$ cat src/rtl/alu_ctrl_pkg.sv
// alu_ctrl_pkg
// Shared definitions for the shared-ALU controller: opcode values, the bit
// layout of the ALU instruction word P = {b, a, op}, the controller FSM
// state type and a helper that packs an instruction word.
package alu_ctrl_pkg;

  localparam logic [2:0] OP_ADD  = 3'd0;
  localparam logic [2:0] OP_SUB  = 3'd1;
  localparam logic [2:0] OP_XOR  = 3'd2;
  localparam logic [2:0] OP_OR   = 3'd3;
  localparam logic [2:0] OP_AND  = 3'd4;
  localparam logic [2:0] OP_NOR  = 3'd5;
  localparam logic [2:0] OP_NAND = 3'd6;
  localparam logic [2:0] OP_XNOR = 3'd7;

  localparam int OP_LSB = 0;
  localparam int A_LSB  = 3;
  localparam int B_LSB  = 7;
  localparam int P_W    = 11;

  typedef enum logic [1:0] {
    ST_IDLE = 2'd0,
    ST_EXEC = 2'd1,
    ST_CAPT = 2'd2,
    ST_RESP = 2'd3
  } state_t;

  function automatic logic [P_W-1:0] pack_p(input logic [2:0] op,
                                           input logic [3:0] a,
                                           input logic [3:0] b);
    logic [P_W-1:0] p;
    p = '0;
    p[OP_LSB +: 3] = op;
    p[A_LSB  +: 4] = a;
    p[B_LSB  +: 4] = b;
    return p;
  endfunction

endpackage

$ cat src/rtl/rr_arbiter.sv
// rr_arbiter
// Combinational round-robin arbiter. Picks the first asserted request
// searching upward from ptr and wrapping from NREQ-1 back to 0.
// Ports:
//   req     in   NREQ  request vector
//   ptr     in   IDW   search start index (must be < NREQ)
//   grant   out  NREQ  one-hot grant (all zero when no request)
//   winner  out  IDW   encoded index of the granted request
//   any_req out  1     at least one request asserted
module rr_arbiter #(
  parameter int NREQ = 4,
  parameter int IDW  = $clog2(NREQ)
) (
  input  logic [NREQ-1:0] req,
  input  logic [IDW-1:0]  ptr,
  output logic [NREQ-1:0] grant,
  output logic [IDW-1:0]  winner,
  output logic            any_req
);

  always_comb begin
    // One extra bit so ptr+i can exceed NREQ-1 before the wrap correction;
    // this keeps the search correct for NREQ that is not a power of two.
    logic [IDW:0] idx;
    grant   = '0;
    winner  = '0;
    any_req = 1'b0;
    idx     = '0;
    for (int i = 0; i < NREQ; i++) begin
      idx = {1'b0, ptr} + (IDW+1)'(i);
      if (idx >= (IDW+1)'(NREQ)) begin
        idx = idx - (IDW+1)'(NREQ);
      end
      if (!any_req && req[idx[IDW-1:0]]) begin
        any_req                = 1'b1;
        winner                 = idx[IDW-1:0];
        grant[idx[IDW-1:0]]    = 1'b1;
      end
    end
  end

endmodule

$ cat src/rtl/alu_share_ctrl.sv
// alu_share_ctrl
// Time-shares one external registered 4-bit ALU among NREQ requesters.
// A round-robin winner is accepted in IDLE, its operands are packed into
// the ALU instruction word, the ALU's one-cycle registered latency is
// sequenced, and the captured result is returned with the requester ID on
// a valid/ready response channel.
//
// state | meaning
// ------+--------------------------------------------------------------
// IDLE  | waiting for a request; req_ready strobes the winner's bit
// EXEC  | alu_p stable, ALU registers its result on the closing edge
// CAPT  | alu_x valid, captured into resp_x / resp_id on the edge
// RESP  | response presented, held until resp_ready
//
// Ports:
//   clock, reset_n        clock and async active-low reset
//   req_valid/op/a/b      per-requester request and operands (packed)
//   req_ready             one-hot accept strobe, only in IDLE
//   alu_p, alu_x          instruction word to / registered result from ALU
//   resp_valid/ready/id/x response channel
//   busy                  high whenever not IDLE
//   op_count              completed responses, wraps modulo 2^CNTW
module alu_share_ctrl
  import alu_ctrl_pkg::*;
#(
  parameter int NREQ = 4,
  parameter int IDW  = 2,
  parameter int CNTW = 16
) (
  input  logic                 clock,
  input  logic                 reset_n,
  input  logic [NREQ-1:0]      req_valid,
  input  logic [3*NREQ-1:0]    req_op,
  input  logic [4*NREQ-1:0]    req_a,
  input  logic [4*NREQ-1:0]    req_b,
  output logic [NREQ-1:0]      req_ready,
  output logic [P_W-1:0]       alu_p,
  input  logic [3:0]           alu_x,
  output logic                 resp_valid,
  input  logic                 resp_ready,
  output logic [IDW-1:0]       resp_id,
  output logic [3:0]           resp_x,
  output logic                 busy,
  output logic [CNTW-1:0]      op_count
);

  state_t state_q, state_d;

  logic [IDW-1:0]  rr_ptr;
  logic [IDW-1:0]  id_r;
  logic [NREQ-1:0] grant;
  logic [IDW-1:0]  win;
  logic            any_req;
  logic [IDW-1:0]  ptr_next;
  logic [2:0]      sel_op;
  logic [3:0]      sel_a;
  logic [3:0]      sel_b;
  logic            load_req;
  logic            load_resp;
  logic            done;

  rr_arbiter #(
    .NREQ (NREQ),
    .IDW  (IDW)
  ) u_arb (
    .req     (req_valid),
    .ptr     (rr_ptr),
    .grant   (grant),
    .winner  (win),
    .any_req (any_req)
  );

  // Operand mux for the winning requester.
  always_comb begin
    sel_op = '0;
    sel_a  = '0;
    sel_b  = '0;
    for (int i = 0; i < NREQ; i++) begin
      if (win == IDW'(i)) begin
        sel_op = req_op[3*i +: 3];
        sel_a  = req_a[4*i +: 4];
        sel_b  = req_b[4*i +: 4];
      end
    end
  end

  assign ptr_next = (win == IDW'(NREQ-1)) ? '0 : win + 1'b1;

  always_ff @(posedge clock or negedge reset_n) begin
    if (!reset_n) begin
      state_q <= ST_IDLE;
    end else begin
      state_q <= state_d;
    end
  end

  always_comb begin
    state_d   = state_q;
    req_ready = '0;
    load_req  = 1'b0;
    load_resp = 1'b0;
    done      = 1'b0;
    case (state_q)
      ST_IDLE: begin
        if (any_req) begin
          req_ready = grant;
          load_req  = 1'b1;
          state_d   = ST_EXEC;
        end
      end
      ST_EXEC: begin
        state_d = ST_CAPT;
      end
      ST_CAPT: begin
        load_resp = 1'b1;
        state_d   = ST_RESP;
      end
      ST_RESP: begin
        if (resp_ready) begin
          done    = 1'b1;
          state_d = ST_IDLE;
        end
      end
      default: begin
        state_d = ST_IDLE;
      end
    endcase
  end

  assign busy = (state_q != ST_IDLE);

  // alu_p is only reloaded on accept, so it stays stable through EXEC and
  // simply keeps its last value afterwards.
  always_ff @(posedge clock or negedge reset_n) begin
    if (!reset_n) begin
      alu_p      <= '0;
      id_r       <= '0;
      rr_ptr     <= '0;
      resp_valid <= 1'b0;
      resp_id    <= '0;
      resp_x     <= '0;
      op_count   <= '0;
    end else begin
      if (load_req) begin
        alu_p  <= pack_p(sel_op, sel_a, sel_b);
        id_r   <= win;
        rr_ptr <= ptr_next;
      end
      if (load_resp) begin
        resp_x     <= alu_x;
        resp_id    <= id_r;
        resp_valid <= 1'b1;
      end
      if (done) begin
        resp_valid <= 1'b0;
        op_count   <= op_count + 1'b1;
      end
    end
  end

endmodule

$ cat config.mk
export PLATFORM = sky130hd
export DESIGN_NAME = alu_share_ctrl
export DESIGN_NICKNAME = d
export VERILOG_FILES = /design/src/rtl/alu_ctrl_pkg.sv /design/src/rtl/rr_arbiter.sv /design/src/rtl/alu_share_ctrl.sv
export SDC_FILE = /design/constraint.sdc
export NUM_CORES = 1
export LEC_CHECK = 0
export CORE_ASPECT_RATIO = 1.2
export CORE_MARGIN = 2
export CORE_UTILIZATION = 42
export CTS_CLUSTER_DIAMETER = 120
export DETAILED_ROUTE_END_ITERATION = 10
export PLACE_DENSITY_LB_ADDON = 0.1
export SETUP_SLACK_MARGIN = 0.3
export SLEW_MARGIN = 20
export SYNTH_ARGS = -nofsm -noshare
export SYNTH_HDL_FRONTEND = slang
export SYNTH_SLANG_ARGS = --single-unit
export TNS_END_PERCENT = 5
$ cat constraint.sdc
create_clock -name clock -period 4.9 [get_ports clock]
set_input_delay 0.98 -clock clock [delete_from_list [all_inputs] [get_ports clock]]
set_output_delay 0.98 -clock clock [all_outputs]
set_load 0.03 [all_outputs]
==> results of run 1 <==
-- sequential cells by signal (all words and copies together), names as in the netlist --
name and count:
state_q 2, op_count 16, id_r 2, resp_id 2, resp_x 4, alu_p 11
resp_valid 1, rr_ptr 2
-- cells by family after synthesis --
kind of cell             share of synthesized area, %
AO/OA/AOI/OAI                                    16.5
flip-flops                                       38.4
adder cells (fa/ha/maj)                          7.68
multiplexers                                     9.93
buffers and inverters                            5.23
XOR/XNOR                                         5.04
AND/OR/NAND/NOR                                  17.3
-- cell usage after synthesis (all sizes together) --
| library cell | number |
|---|---|
| o21ai | 15 |
| xor2 | 3 |
| or2 | 1 |
| buf | 6 |
| o221ai | 1 |
| xnor2 | 12 |
| or3 | 1 |
| o211ai | 1 |
| ha | 16 |
| a31oi | 1 |
| mux2i | 6 |
| a221oi | 12 |
| mux4 | 4 |
| dfrtp | 40 |
| nor3 | 12 |
| o31ai | 2 |
| nand2 | 26 |
| nor2 | 5 |
| nor3b | 1 |
| nand3 | 6 |
| nand4 | 3 |
| a22o | 4 |
| o32a | 1 |
| inv | 7 |
| and2 | 2 |
| and2b | 2 |
| nor2b | 23 |
| and3 | 2 |
| clkbuf | 8 |
| dlygate4sd3 | 1 |
| a22oi | 1 |
| mux2 | 9 |
| a21oi | 18 |
| and4 | 1 |
-- worst min path at each step --
stage                   endpoint  slack, ns  depth (start not counted)
global placement         id_r[0]       0.46                          2
CTS                 op_count[15]       0.48                          1
global route        op_count[15]       0.50                          1
detailed placement  op_count[15]       0.46                          1
floorplan                id_r[0]       0.45                          2
finish              op_count[15]       0.47                          1
-- timing repair --
item | 4_1_cts | 5_1_grt
resized for setup | 0 | 1
setup endpoints to repair | 0 | 2
endpoints found under the hold margin | 0 | 0
-- layout make-up --
cell class	instances	area (µm²)	share of cell area [%]
Sequential cell	40	1000	27.5
Inverter	7	26.3	0.723
Clock buffer	6	72.6	2.00
Multi-Input combinational cell	191	1470	40.4
Clock inverter	1	5.00	0.138
Tap cell	82	103	2.82
Timing Repair Buffer	97	958	26.4
-- power breakdown --
group / internal (µW) / total (µW) / switching, µW
logic: 799 / 1810 / 1010
registers: 449 / 524 / 75.0
clock network: 96.8 / 204 / 107
total: 1350 / 2540 / 1190
-- worst max-delay path, cell delays in order --
cell and delay (ns):
clkdlybuf4s50_1 0.52, mux4_2 0.61, or2_4 0.31, and2b_2 0.25
nand2_1 0.06, a21oi_1 0.13, clkdlybuf4s50_1 0.68
-- stage by stage --
stage | instances | area (µm²) | hold slack [ns] | util (%) | worst slack, ns
2_1_floorplan | 253 | 2610 | 0.446 | - | 1.19
3_3_place_gp | 417 | 3560 | 0.460 | 59.1 | 0.444
3_5_place_dp | 417 | 3560 | 0.465 | 59.1 | 0.377
4_1_cts | 424 | 3630 | 0.476 | 60.4 | 0.377
5_1_grt | 424 | 3640 | 0.499 | 60.5 | 0.283
6_report | 424 | 3640 | 0.469 | 60.5 | 0.379
-- metal layers --
layer  track usage (%)  up-vias
met4              4.85        0
met1              20.8      963
li1                  -     1084
met3              3.60        8
met2              28.9       82
met5                 0        -
==> flow_summary.ini, run 1 <==
[power]
pwr_density_cell_nw_per_um2 = 698
ir_worst_vdd_mv = 0.458
total_power_uw = 2540
leakage_uw = 0.00153

[clock_network]
cts_buffers = 5
ctsLongestPathBuffers = 2
holdBufCountCts = 0
cts.htree.levels = 2
clock_latency_ns = 0.28
cts-root-buf = clkbuf_8
cts_setup_buffers = 0
cts_num_sinks = 40
cts_tree = yes
clkTransAtPathRegs_ns = 0.08

[sta]
worst_pin_slew_ns = 0.862
hold_violations = 0
setup_violations = 0
drv_slew = 0
fin_crit_ns = 4.52
fmax_mhz = 221
finClkSkew_ns = 0.00613
tns_ns = 0
rsz0062_at_grt = true
slew-limit-headroom_pct = 42.5
finalCritPeriodShare_pct = 92.3

[routing]
wl_met1_um = 2330
drt_iter0_drc = 47
remaining_drc_errors = 0
finalWirelength_um = 5370
wl_per_cell_um = 12.7
dr_wl_met2_um = 2640
met3_length_um = 336
vias_per_cell = 5.04
vias = 2137
routed.top_layer = met4
first_pass_iters = 4
final_antenna_net_count = 0

[grt]
grt_start_max_net_pins = 41
grt_pass1_wl_um = 9500
grt_pass1_vias = 2141
grt.total_usage_pct = 16.6
gr-total-overflow = 0
antenna_found_initial = 0

[place]
routabilityCongestion = 0.744
hpwlAfterDp_um = 4170
port_buffers = 93

[worst_setup_path]
crit_required_ns = 3.92
critPathArrivalTime_ns = 3.54
r2r_cells = 12
worstSetupEndpointType = output pin
path_class = primary input to output pin
crit_start = req_valid[2]
r2r-start = rr_ptr[1]
path_max_fanout = 8
start_kind = primary input
worstSetupEndpoint = req_ready[1]
r2r_slack_ns = 1.09
reg2reg_to = alu_p[0]

[synth]
yosysUniqueCellTypes = 44
ys_warn_count = 0
yosysSeqAreaShare_pct = 38.4
synth_nets = 324
synth.avg_cell_area_um2 = 10.3
synth_area_leader_cell = dfrtp_1
synth_cells = 253
syn-cell-area_um2 = 2610
synth_seq_cells = 40
yosys.area.top_type_share_pct = 38.4
yosys-top-cells-area = dfrtp_1 (38%), ha_1 (7.7%), nor2b_1 (5.5%)

[finish]
area_delta_synth_final_pct = 39.4
final_nets = 413
n_antenna_cell = 0
fill_cells = 531
layout-drive-gt1-share_pct = 14.0
final_cell_mix = clkdlybuf4s50_1 (91), dfrtp_1 (40), nand2_1 (24)
final_common_cell = clkdlybuf4s50_1

[floorplan]
start_util_pct = 43.4
coreArea_um2 = 6010
die_h_um = 90.3
rows = 31
fp.dieArea_um2 = 6860
io_pins = 94
die_w_um = 75.9

[hold_path]
min_from = op_count[15]
hold_path.class = flop to flop

[run]
drv_cap = 0

[status]
status = finished clean
No activity file was read; power rests on OpenSTA's default activity.
==> inputs of run 2 (changes only) <==
==> constraint.sdc (replaced) <==
create_clock -name clock -period 4.7 [get_ports clock]
set_input_delay 1.41 -clock clock [delete_from_list [all_inputs] [get_ports clock]]
set_output_delay 1.41 -clock clock [all_outputs]
set_load 0.03 [all_outputs]
==> flow_summary.ini, run 2 (same netlist as run 1, synthesis figures left out) <==
[status]
status = finished clean

[routing]
final_antenna_net_count = 0
finalWirelength_um = 5690
wl_per_cell_um = 13.0
vias = 2251
vias_per_cell = 5.13
drt_iter0_drc = 54
first_pass_iters = 4
remaining_drc_errors = 0

[finish]
top_register = op_count
layout-drive-gt1-share_pct = 22.1
multi_input_area_um2 = 1490
final_area_um2 = 3850
stdcell_count = 439
area_delta_synth_final_pct = 47.5
final_nets = 427
final_cell_mix = clkdlybuf4s50_1 (84), dfrtp_1 (40), nor2b_1 (23)
seq_area_um2 = 1000
n_antenna_cell = 0
final_common_cell = clkdlybuf4s50_1
largest_reg_flops = 16
fill_cells = 545
top_regs = op_count (16), alu_p (11), resp_x (4)

[worst_setup_path]
path_max_fanout = 7
worst-path-buf-inv = 2
path_cells = buf_8 > mux4_2 > or2_4 > and2b_2 > nand2_1 > a21oi_2 > buf_4
critPathArrivalTime_ns = 3.01
crit_path_top_delay_cell = mux4_2
crit_family = simple AND/OR/NAND/NOR gates
path_class = primary input to output pin
worstSetupEndpointType = output pin
max_stage_delay_ns = 0.51
crit_required_ns = 3.29
start_kind = primary input

[floorplan]
die_w_um = 75.9
rows = 31
io_pins = 94
fp.dieArea_um2 = 6860
start_util_pct = 43.4
coreArea_um2 = 6010
die_h_um = 90.3

[place]
routabilityCongestion = 0.775
placed_cell_area_um2 = 3670
dp_slack_ns = -0.146
hpwlAfterDp_um = 4440
port_buffers = 93
placedCellCount = 430

[grt]
grt.total_usage_pct = 16.7
grt_start_max_net_pins = 41
grt_pass1_wl_um = 9490
grt_pass1_vias = 2155
antenna_found_initial = 0
gr-total-overflow = 0

[clock_network]
cts_num_sinks = 40
cts.htree.levels = 2
cts_tree = yes
clkTransAtPathRegs_ns = 0.08
cts_buffers = 5
ctsLongestPathBuffers = 2
cts-root-buf = clkbuf_8
clock_latency_ns = 0.28

[power]
p_sw_uw = 1310
leakage_uw = 0.00163
combPwrFrac_pct = 71.2
p_seq_share_pct = 18.6
total_power_uw = 2940
ir_worst_vdd_mv = 0.400
switching_share_pct = 44.5
clockPowerShare_pct = 10.3
intPower_uw = 1630
pwr_density_cell_nw_per_um2 = 764

[sta]
slew-limit-headroom_pct = 43.3
fin_crit_ns = 4.42
layout_setup_ws_ns = 0.284
hold_violations = 0
drv_slew = 0
fmax_mhz = 226
worst_pin_slew_ns = 0.851
finClkSkew_ns = 0.00335
tns_ns = 0
rsz0062_at_grt = true
setup_violations = 0
finalCritPeriodShare_pct = 94.0

[hold_path]
hold_path.class = flop to flop

[run]
drv_cap = 0
## run 2: cell count changes in the layout (fill, tap and decap cells not counted), sizes merged
cell | before | now
clkinv | 1 | 0
clkbuf | 6 | 7
buf | 5 | 27
bufinv | 0 | 1
clkdlybuf4s50 | 91 | 84
dlymetal6s2s | 1 | 0
## run 2: final cells by class
type	instances	share of cell area, %
tap	82	2.67
clock buffer	7	2.50
clock inverter	1	0.781
multi-input combinational	191	38.8
inverter	7	0.683
timing repair buffer	111	28.5
sequential	40	26.0
## run 2: metal layers
| metal | wire length (µm) | global-route usage (%) | vias up |
|---|---|---|---|
| met1 | 2460 | 20.7 | 1055 |
| li1 | - | - | 1109 |
| met4 | 36 | 4.85 | 0 |
| met5 | 0 | 0 | - |
| met2 | 2820 | 28.7 | 85 |
| met3 | 373 | 4.40 | 2 |
## run 2: worst paths after layout
path	start	end	slack (ns)	cells after the start
max in group asynchronous	reset_n	alu_p[3]	2.94	1
setup / recovery	req_valid[0]	req_ready[0]	0.28	7
hold reg to reg	op_count[15]	op_count[15]	0.47	1
hold / removal	op_count[15]	op_count[15]	0.47	1
min in group asynchronous	reset_n	resp_x[1]	1.23	1
setup reg to reg	rr_ptr[1]	alu_p[4]	1.25	13
## run 2: metrics by stage
step	hold WS, ns	utilization, %
2_1_floorplan	0.446	-
4_1_cts	0.476	63.0
6_report	0.469	64.0
5_1_grt	0.498	64.0
3_5_place_dp	0.465	61.1
3_3_place_gp	0.459	61.1
## run 2: power groups by stage
stage / logic (µW) / clock network [µW] / registers, µW
4_1_cts: 2080 / 310 / 546
3_5_place_dp: 2080 / 0 / 553
2_1_floorplan: 1270 / 0 / 733
6_report: 2090 / 301 / 545
5_1_grt: 2300 / 324 / 565
3_3_place_gp: 2050 / 0 / 550
## run 2: timing repair
item,in CTS,in global routing
endpoints found under the setup margin,4,4
cloned,0,0
hold buffers,0,0
gates resized for setup,18,17
pin swaps,2,4
buffers inserted,0,1
==> inputs of run 3 (changes only) <==
CORE_ASPECT_RATIO = 0.7   (was 1.2)
GPL_TIMING_DRIVEN = 0   (was not set)
==> flow_summary.ini, run 3 (same netlist as run 1, synthesis figures left out) <==
[grt]
grt_start_max_net_pins = 33
grt_pass1_wl_um = 10600
grt.total_usage_pct = 19.0
gr-total-overflow = 0
grt_pass1_vias = 2228
antenna_found_initial = 0

[sta]
rsz0062_at_grt = true
worst_pin_slew_ns = 0.558
fin_crit_ns = 4.38
slew-limit-headroom_pct = 62.8
setup_violations = 0
finalCritPeriodShare_pct = 93.2
drv_slew = 0
layout_setup_ws_ns = 0.321
hold_violations = 0
fmax_mhz = 228
finClkSkew_ns = 0.00518

[power]
pwr_density_cell_nw_per_um2 = 751
ir_worst_vdd_mv = 0.348
leakage_uw = 0.00161

[finish]
area_delta_synth_final_pct = 47.0
final_cell_mix = clkdlybuf4s50_1 (84), dfrtp_1 (38), nor2b_1 (23), nand2_1 (23), ha_1 (15)
final_common_cell = clkdlybuf4s50_1
n_antenna_cell = 0
layout-drive-gt1-share_pct = 20.3
finish.utilization_pct = 65.3
top_regs = op_count (16), alu_p (11), resp_x (4)
final_nets = 430
largest_reg_flops = 16
top_register = op_count

[routing]
first_pass_iters = 4
remaining_drc_errors = 0
vias = 2209
wl_per_cell_um = 14.6
final_antenna_net_count = 0
vias_per_cell = 5.08
finalWirelength_um = 6330
drt_iter0_drc = 32

[place]
hpwlAfterDp_um = 4940
port_buffers = 93
routabilityCongestion = 0.766
dp_slack_ns = -0.836

[floorplan]
fp.dieArea_um2 = 6860
die_h_um = 69.9
die_w_um = 98.2
coreArea_um2 = 5870
io_pins = 94
start_util_pct = 44.4
rows = 23

[run]
drv_cap = 0

[worst_setup_path]
start_kind = primary input
max_stage_delay_ns = 0.46
path_common_cell = buf_6
path_max_fanout = 7
worstSetupEndpointType = output pin
path_class = primary input to output pin
critPathArrivalTime_ns = 2.97
path_cells = buf_8 > mux4_2 > buf_6 > or2_4 > and2b_2 > nand2_1 > a21oi_2 > buf_6
crit_required_ns = 3.29
crit_path_top_delay_cell = mux4_2

[clock_network]
cts_tree = yes
cts-root-buf = clkbuf_8
cts_buffers = 5
clock_latency_ns = 0.29
cts.htree.levels = 2
cts_num_sinks = 40
holdBufCountCts = 0
clkTransAtPathRegs_ns = 0.08
ctsLongestPathBuffers = 2

[status]
status = finished clean

[hold_path]
hold_path.class = flop to flop
==> run 3: cell type report <==
| cell class | instances | area [µm²] |
|---|---|---|
| Fill cell | 521 | 2040 |
| Multi-Input combinational cell | 191 | 1490 |
| Sequential cell | 40 | 1000 |
| Timing Repair Buffer | 99 | 1000 |
| Buffer | 15 | 110 |
| Tap cell | 75 | 93.8 |
| Clock buffer | 6 | 72.6 |
| Clock inverter | 2 | 35.0 |
| Inverter | 7 | 26.3 |
==> run 3: path summary, 6_finish.rpt <==
check                                to  cells after the start  slack, ns         start
hold reg to reg            op_count[15]                      1       0.47  op_count[15]
hold / removal             op_count[15]                      1       0.47  op_count[15]
setup / recovery           req_ready[3]                      8       0.32  req_valid[3]
setup reg to reg               alu_p[5]                     13       0.64     rr_ptr[1]
min in group asynchronous     resp_x[2]                      1       0.97       reset_n
max in group asynchronous     rr_ptr[0]                      2       3.28       reset_n
==> run 3: critical path: cells and delay by family <==
family                 cells  cell delay, ns
buffers and inverters      3            0.37
and+or+nand+nor            3            0.59
AOI/OAI and AO/OA          1            0.13
muxes                      1            0.46
==> run 3: repair_timing <==
item | in CTS | in global routing
setup endpoints to repair | 16 | 10
pin swaps | 2 | 4
hold endpoints to repair | 0 | 0
setup buffers | 4 | 1
resized for setup | 58 | 3
gates cloned | 0 | 0
==> run 3: report_power, final <==
group	internal [µW]	switching (µW)
Clock	158	115
Sequential	470	89.6
Combinational	917	1130
==> run 3: per-layer routing <==
metal | track usage (%) | routed length [µm]
met1 | 25.6 | 2930
met2 | 30.1 | 2850
met3 | 7.01 | 516
met4 | 3.35 | 31
met5 | 0 | 0
==> run 3: through the flow <==
step / cell area (µm²) / total power (µW) / cells / setup TNS (ns) / hold WS (ns)
6_report: 3830 / 2880 / 435 / 0 / 0.473
4_1_cts: 3820 / 2890 / 434 / 0 / 0.481
3_3_place_gp: 3640 / 2530 / 421 / -5.05 / 0.462
3_5_place_dp: 3650 / 2560 / 422 / -5.90 / 0.469
5_1_grt: 3830 / 3130 / 435 / 0 / 0.504
2_1_floorplan: 2610 / 2000 / 253 / 0 / 0.446
